File: config.mk
export PLATFORM = sky130hd
export DESIGN_NAME = tnn_popcount_accum
export DESIGN_NICKNAME = d
export VERILOG_FILES = /design/src/rtl/tnn_pkg.sv /design/src/rtl/tnn_tern_cmp.sv /design/src/rtl/tnn_popcount_accum.sv
export SDC_FILE = /design/constraint.sdc
export NUM_CORES = 1
export LEC_CHECK = 0
export CAP_MARGIN = 20
export CORE_UTILIZATION = 46
export CTS_CLUSTER_DIAMETER = 60
export CTS_CLUSTER_SIZE = 12
export DETAILED_ROUTE_END_ITERATION = 8
export PLACE_DENSITY = 0.77
export SYNTH_ARGS = -nofsm -noshare
export SYNTH_HDL_FRONTEND = slang
export SYNTH_SLANG_ARGS = --single-unit
export TNS_END_PERCENT = 20
File: constraint.sdc
create_clock -name clk -period 2.9 [get_ports clk]
set_clock_uncertainty 0.05 [all_clocks]
set_input_delay 0.725 -clock clk [delete_from_list [all_inputs] [get_ports clk]]
set_output_delay 0.725 -clock clk [all_outputs]
set_load 0.01 [all_outputs]
File: src/rtl/tnn_pkg.sv
// Shared TNN definitions: ternary activation encodings, the accumulator FSM
// state type and the accumulator width derivation.
package tnn_pkg;

    typedef logic [1:0] tern_t;

    localparam tern_t TERN_POS  = 2'b01;
    localparam tern_t TERN_ZERO = 2'b00;
    localparam tern_t TERN_NEG  = 2'b11;

    typedef enum logic {
        ST_ACCUM = 1'b0,
        ST_DONE  = 1'b1
    } acc_state_t;

    // Signed width holding +/-15*beats. It uses 15 rather than 14 because the
    // approximate popcount units can emit the all-ones code.
    function automatic int acc_width(input int beats);
        return $clog2(15 * beats + 1) + 1;
    endfunction

endpackage

File: src/rtl/tnn_tern_cmp.sv
// Two-threshold ternary quantiser: +1 above thr_hi, -1 below thr_lo, else 0.
// Both comparisons are strict, so a sum equal to either threshold maps to 0.
module tnn_tern_cmp
    import tnn_pkg::*;
#(
    parameter int W = 8
) (
    input  logic [W-1:0] sum,
    input  logic [W-1:0] thr_hi,
    input  logic [W-1:0] thr_lo,
    output logic [1:0]   tern
);

    // Signed compare against both thresholds; the upper test wins if the
    // thresholds are ever misprogrammed with thr_lo > thr_hi.
    always_comb begin
        tern = TERN_ZERO;
        if ($signed(sum) > $signed(thr_hi))
            tern = TERN_POS;
        else if ($signed(sum) < $signed(thr_lo))
            tern = TERN_NEG;
    end

endmodule

File: src/rtl/tnn_popcount_accum.sv
// Per-neuron accumulator: sums (pos - neg) popcounts over BEATS beats,
// quantises the total to a ternary activation and hands it downstream
// with a valid/ready handshake. A result being consumed and the first beat
// of the next neuron can share one cycle, so throughput is one beat/cycle.
module tnn_popcount_accum
    import tnn_pkg::*;
#(
    parameter  int BEATS = 8,
    parameter  int CNT_W = 4,
    localparam int ACC_W = acc_width(BEATS)
) (
    input  logic             clk,
    input  logic             rst_n,
    input  logic             clr,
    input  logic             in_valid,
    output logic             in_ready,
    input  logic [CNT_W-1:0] in_pos,
    input  logic [CNT_W-1:0] in_neg,
    input  logic [ACC_W-1:0] thr_hi,
    input  logic [ACC_W-1:0] thr_lo,
    output logic             out_valid,
    input  logic             out_ready,
    output logic [1:0]       out_tern,
    output logic [ACC_W-1:0] out_sum
);

    localparam int BC_W = (BEATS > 1) ? $clog2(BEATS) : 1;
    localparam logic [BC_W-1:0] LAST_BEAT = BC_W'(BEATS - 1);

    acc_state_t      state;
    logic [BC_W-1:0] beat_cnt;
    logic [ACC_W-1:0] acc;

    logic             beat_fire;
    logic             last_beat;
    logic [ACC_W-1:0] delta;
    logic [ACC_W-1:0] next_acc;
    logic [1:0]       next_tern;

    // Ready while accumulating; in DONE a beat is only taken when the held
    // result leaves in the same cycle.
    assign in_ready  = (state == ST_ACCUM) | out_ready;
    assign out_valid = (state == ST_DONE);
    assign beat_fire = in_valid & in_ready;
    assign last_beat = (beat_cnt == LAST_BEAT);

    // Zero-extend both counts before subtracting; two's complement wrap at
    // ACC_W gives the signed difference directly.
    assign delta    = ACC_W'(in_pos) - ACC_W'(in_neg);
    // Beat 0 loads rather than adds, so no clear cycle is needed between
    // neurons.
    assign next_acc = (beat_cnt == '0) ? delta : acc + delta;

    tnn_tern_cmp #(
        .W (ACC_W)
    ) u_cmp (
        .sum    (next_acc),
        .thr_hi (thr_hi),
        .thr_lo (thr_lo),
        .tern   (next_tern)
    );

    // Accumulate/deliver FSM; clr overrides any handshake in the same cycle.
    always_ff @(posedge clk or negedge rst_n) begin
        if (!rst_n) begin
            state    <= ST_ACCUM;
            beat_cnt <= '0;
            acc      <= '0;
            out_tern <= TERN_ZERO;
            out_sum  <= '0;
        end else if (clr) begin
            state    <= ST_ACCUM;
            beat_cnt <= '0;
            acc      <= '0;
        end else begin
            if (state == ST_DONE && out_ready)
                state <= ST_ACCUM;
            if (beat_fire) begin
                acc <= next_acc;
                if (last_beat) begin
                    beat_cnt <= '0;
                    out_sum  <= next_acc;
                    out_tern <= next_tern;
                    state    <= ST_DONE;
                end else begin
                    beat_cnt <= beat_cnt + 1'b1;
                end
            end
        end
    end

endmodule

==> summary.md <==
| Metric | Value |
|---|---|
| Outcome | complete, but fails checks |
| Failing checks | negative setup slack |
| Setup WS post-layout | -0.863 ns |
| CTS Buffer Depth | 2 |
| Final instance area | 0.00294 mm2 |
| Max Clock Freq | 266 MHz |
| FF+latch count, synth | 22 |
| Final hold vios | 0 |
| Total Wirelength | 5.12 mm |
| DR vias/cell | 5.46 |
| Syn-to-layout area delta | 60.9% |
| Core Box Area | 0.00374 mm2 |
| Startpoint Class | primary input |
| Crit path max fanout | 3 |
| Dpl cell area | 0.00255 mm2 |
| Post-synthesis xor/xnor area fraction | 0.0376 |
| Post-synthesis simple-gate area fraction | 0.126 |
| Pins Over Slew Limit | 0 |
| Buf/Inv on CP | 3 |
| Number of antenna diodes | 0 |
| Num CTS Buffers | 3 |
| Clk Latency, worst-skew pair | 0.26 ns |
| P per Cell Area | 494 mW/mm2 |
| Ports | 41 |
| Total power | 1450 uW |
| Ys async rst share | 1.00 |
| Vias in the first global route | 1,885 |
| VDD IR max | 0.295 mV |
| Worst hold slack | 0.435 ns |
| Vert. Die Dim | 65.1 um |
| Static Leak | 0.00140 uW |
| Compound-gate portion of the synthesized area | 0.202 |
| Via count | 1,807 |
| Post-DRT Antenna Nets | 0 |
| Row cnt | 22 |
| Clk sinks | 22 |
| WS Path Type | primary input to flip-flop |
| Top cell family by delay on the critical path | compound AO/OA/AOI/OAI gates |
| First-pass detailed-route iteration total | 4 |
| Initial antenna violation count | 0 |
| Unrepaired setup endpoints after global routing | yes |
| GP Congestion | 0.861 |
| Post-synth EDFFs | 0 |
| DRC Markers | 0 |
| Die Wd | 65.1 um |
| Global Route Usage Sum | 0.261 |
| Initial Util | 0.489 |
| CTS tree | done |
| Clock transition at path regs | 0.08 ns |
| First-pass GRT wire length | 8.40 mm |
| Largest family of logic cells by synthesized area | adder cells |
| Mapped Area | 0.00183 mm2 |
| Die area | 0.00423 mm2 |
| WL per Instance | 15.5 um |
| Required @ worst endpoint | 3.01 ns |
| GR Overflow Total | 0 |
| Sequential fraction of the synthesis area | 0.301 |
| Synth Net Count | 258 |
| Sequential Area | 551 um2 |
| Max Cap Viol | 0 |
| Synthesis warning total | 0 |
| Htree depth | 1 |
| Cell count after synthesis | 197 |
| Mapped Avg Cell Area | 9.29 um2 |
| Max incr delay on CP | 0.47 ns |
| DRT iter0 DRCs | 116 |
| Number of port buffers | 40 |
| Hold Buf Count CTS | 0 |
| Post-layout util | 0.786 |
| Final #Nets | 345 |
| Worst R2R Setup Slack | -0.15 ns |
| Post-synth cell types | 48 |
| Filler cells | 240 |
| CP max stage cell | fa_2 |
| Top FF cell, synth | dfrtp_1 |
| Most common cell on crit path | ha_4 |
| Synth Area in Adders | 0.227 |
| Largest net degree at the start of global routing | 23 |
| Tightest Pin Transition | 0.312 ns |
| Crit end category | flip-flop |
| Multiplexer share of the synthesized area | 0.0383 |
| DP HPWL | 3.46 mm |
| Tmin final | 3.76 ns |
| WP data arrival | 3.87 ns |
| Hold Path Class | flip-flop to flip-flop |
| Share of cells above drive strength 1 | 0.353 |
| Placement Setup Slack | -1.78 ns |
| Fin crit share | 1.30 |
| Root Buffer | clkbuf_8 |
| Rel. slew slack | 0.786 |
| Area occupied by multi-input gates | 0.00140 mm2 |
| Endpoints failing setup | 6 |
| CP Cell Sequence | buf_2 -> ha_4 -> inv_2 -> fa_2 -> buf_6 -> ha_4 -> nand3_2 -> a21oi_2 -> o21ai_2 -> a211o_1 -> o211ai_1 -> ha_1 -> o21ai_1 -> a21oi_1 -> nor4_2 -> o221ai_2 -> o22a_1 |
==> routing by layer <==
layer,vias to the layer above,share of wire,track usage
li1,863,-,-
met1,867,0.39,0.306
met2,64,0.53,0.495
met3,13,0.050,0.0405
met4,0,0.027,0.0571
met5,-,0,0
==> area by class of cell <==
class,instances,share of cell area
clock inverters,1,0.0102
well taps,48,0.0204
clock buffers,3,0.0140
repair buffers,86,0.255
flip-flops and latches,22,0.187
multi-input cells,144,0.474
inverters,27,0.0387
==> worst min-delay path: cells and delay by family (launching register included) <==
family           cells  cell delay, ns
flip-flops           1            0.35
AO/OA/AOI/OAI        1            0.06
AND/OR/NAND/NOR      1            0.04
==> state kept, by name, indices dropped and copies added, names as in the netlist <==
register / count
acc: 8
out_tern: 2
out_valid: 1
out_sum: 8
beat_cnt: 3
==> final timing paths <==
kind	startpoint	end	cells past startpoint
setup / recovery	in_neg[0]	out_tern[0]$_DFFE_PN0P_	17
hold / removal	out_sum[1]$_DFFE_PN0P_	out_sum[1]$_DFFE_PN0P_	2
setup reg to reg	acc[0]$_DFFE_PN0P_	out_sum[6]$_DFFE_PN0P_	16
hold reg to reg	out_sum[1]$_DFFE_PN0P_	out_sum[1]$_DFFE_PN0P_	2
max in group asynchronous	rst_n	acc[1]$_DFFE_PN0P_	2
min in group asynchronous	rst_n	beat_cnt[2]$_DFFE_PN0P_	2
==> logic make-up after synthesis <==
family                     Yosys count
buffers and inverters               31
DFF                                 22
and+or+nand+nor                     45
adders and majority gates           32
xor gates and xnor gates             7
muxes                                5
AOI/OAI and AO/OA                   55
==> cells in the mapped netlist, types with 2 or more instances <==
cell / n / area [um2]
o211ai_1: 3 / 22.5
o21ai_0: 14 / 70.1
a31oi_1: 2 / 12.5
nand3_1: 2 / 10.0
dfrtp_1: 22 / 551
xor2_1: 2 / 17.5
a21o_1: 4 / 30.0
o31ai_1: 2 / 15.0
nand4_1: 2 / 12.5
a21oi_1: 12 / 60.1
xnor2_1: 4 / 35.0
a211o_1: 2 / 17.5
nor2b_1: 3 / 18.8
fa_1: 2 / 40.0
clkbuf_1: 3 / 11.3
nand2_1: 23 / 86.3
inv_1: 27 / 101
ha_1: 30 / 375
and4_1: 2 / 17.5
nor2_1: 3 / 11.3
a22o_1: 5 / 43.8
mux2_2: 2 / 22.5
==> where the power goes <==
part	total [uW]	switching, uW	internal (uW)	leakage (uW)
Clock	286	101	184	0.0000357
Combinational	825	373	452	0.00106
Sequential	343	19.1	324	0.000301
Total	1450	494	960	0.00140
==> layout by cell type, fill, tap and decap left out, drive strengths merged, types with 3 or more instances in the layout <==
master          n
a22o            5
mux2            3
xnor2           5
nand3           3
dfrtp          22
nand2          23
clkdlybuf4s50  34
nor2            4
o21ai          15
o211ai          3
nor2b           3
buf            48
ha             30
clkbuf          3
a21o            4
inv            27
a21oi          13
==> stage by stage <==
stage	setup TNS, ns	cells
after global routing	-4.15	331
after global placement	-12.47	312
after CTS	-3.38	331
after detailed placement	-13.09	312
after floorplan	-2.42	197
final	-3.50	331
==> what timing repair did <==
action | 4_1_cts | 5_1_grt
endpoints found under the setup margin | 14 | 7
setup buffers | 15 | 0
pin swaps | 40 | 3
gates cloned | 0 | 0
gates resized for setup | 50 | 8
(Power assumes the default switching activity.)
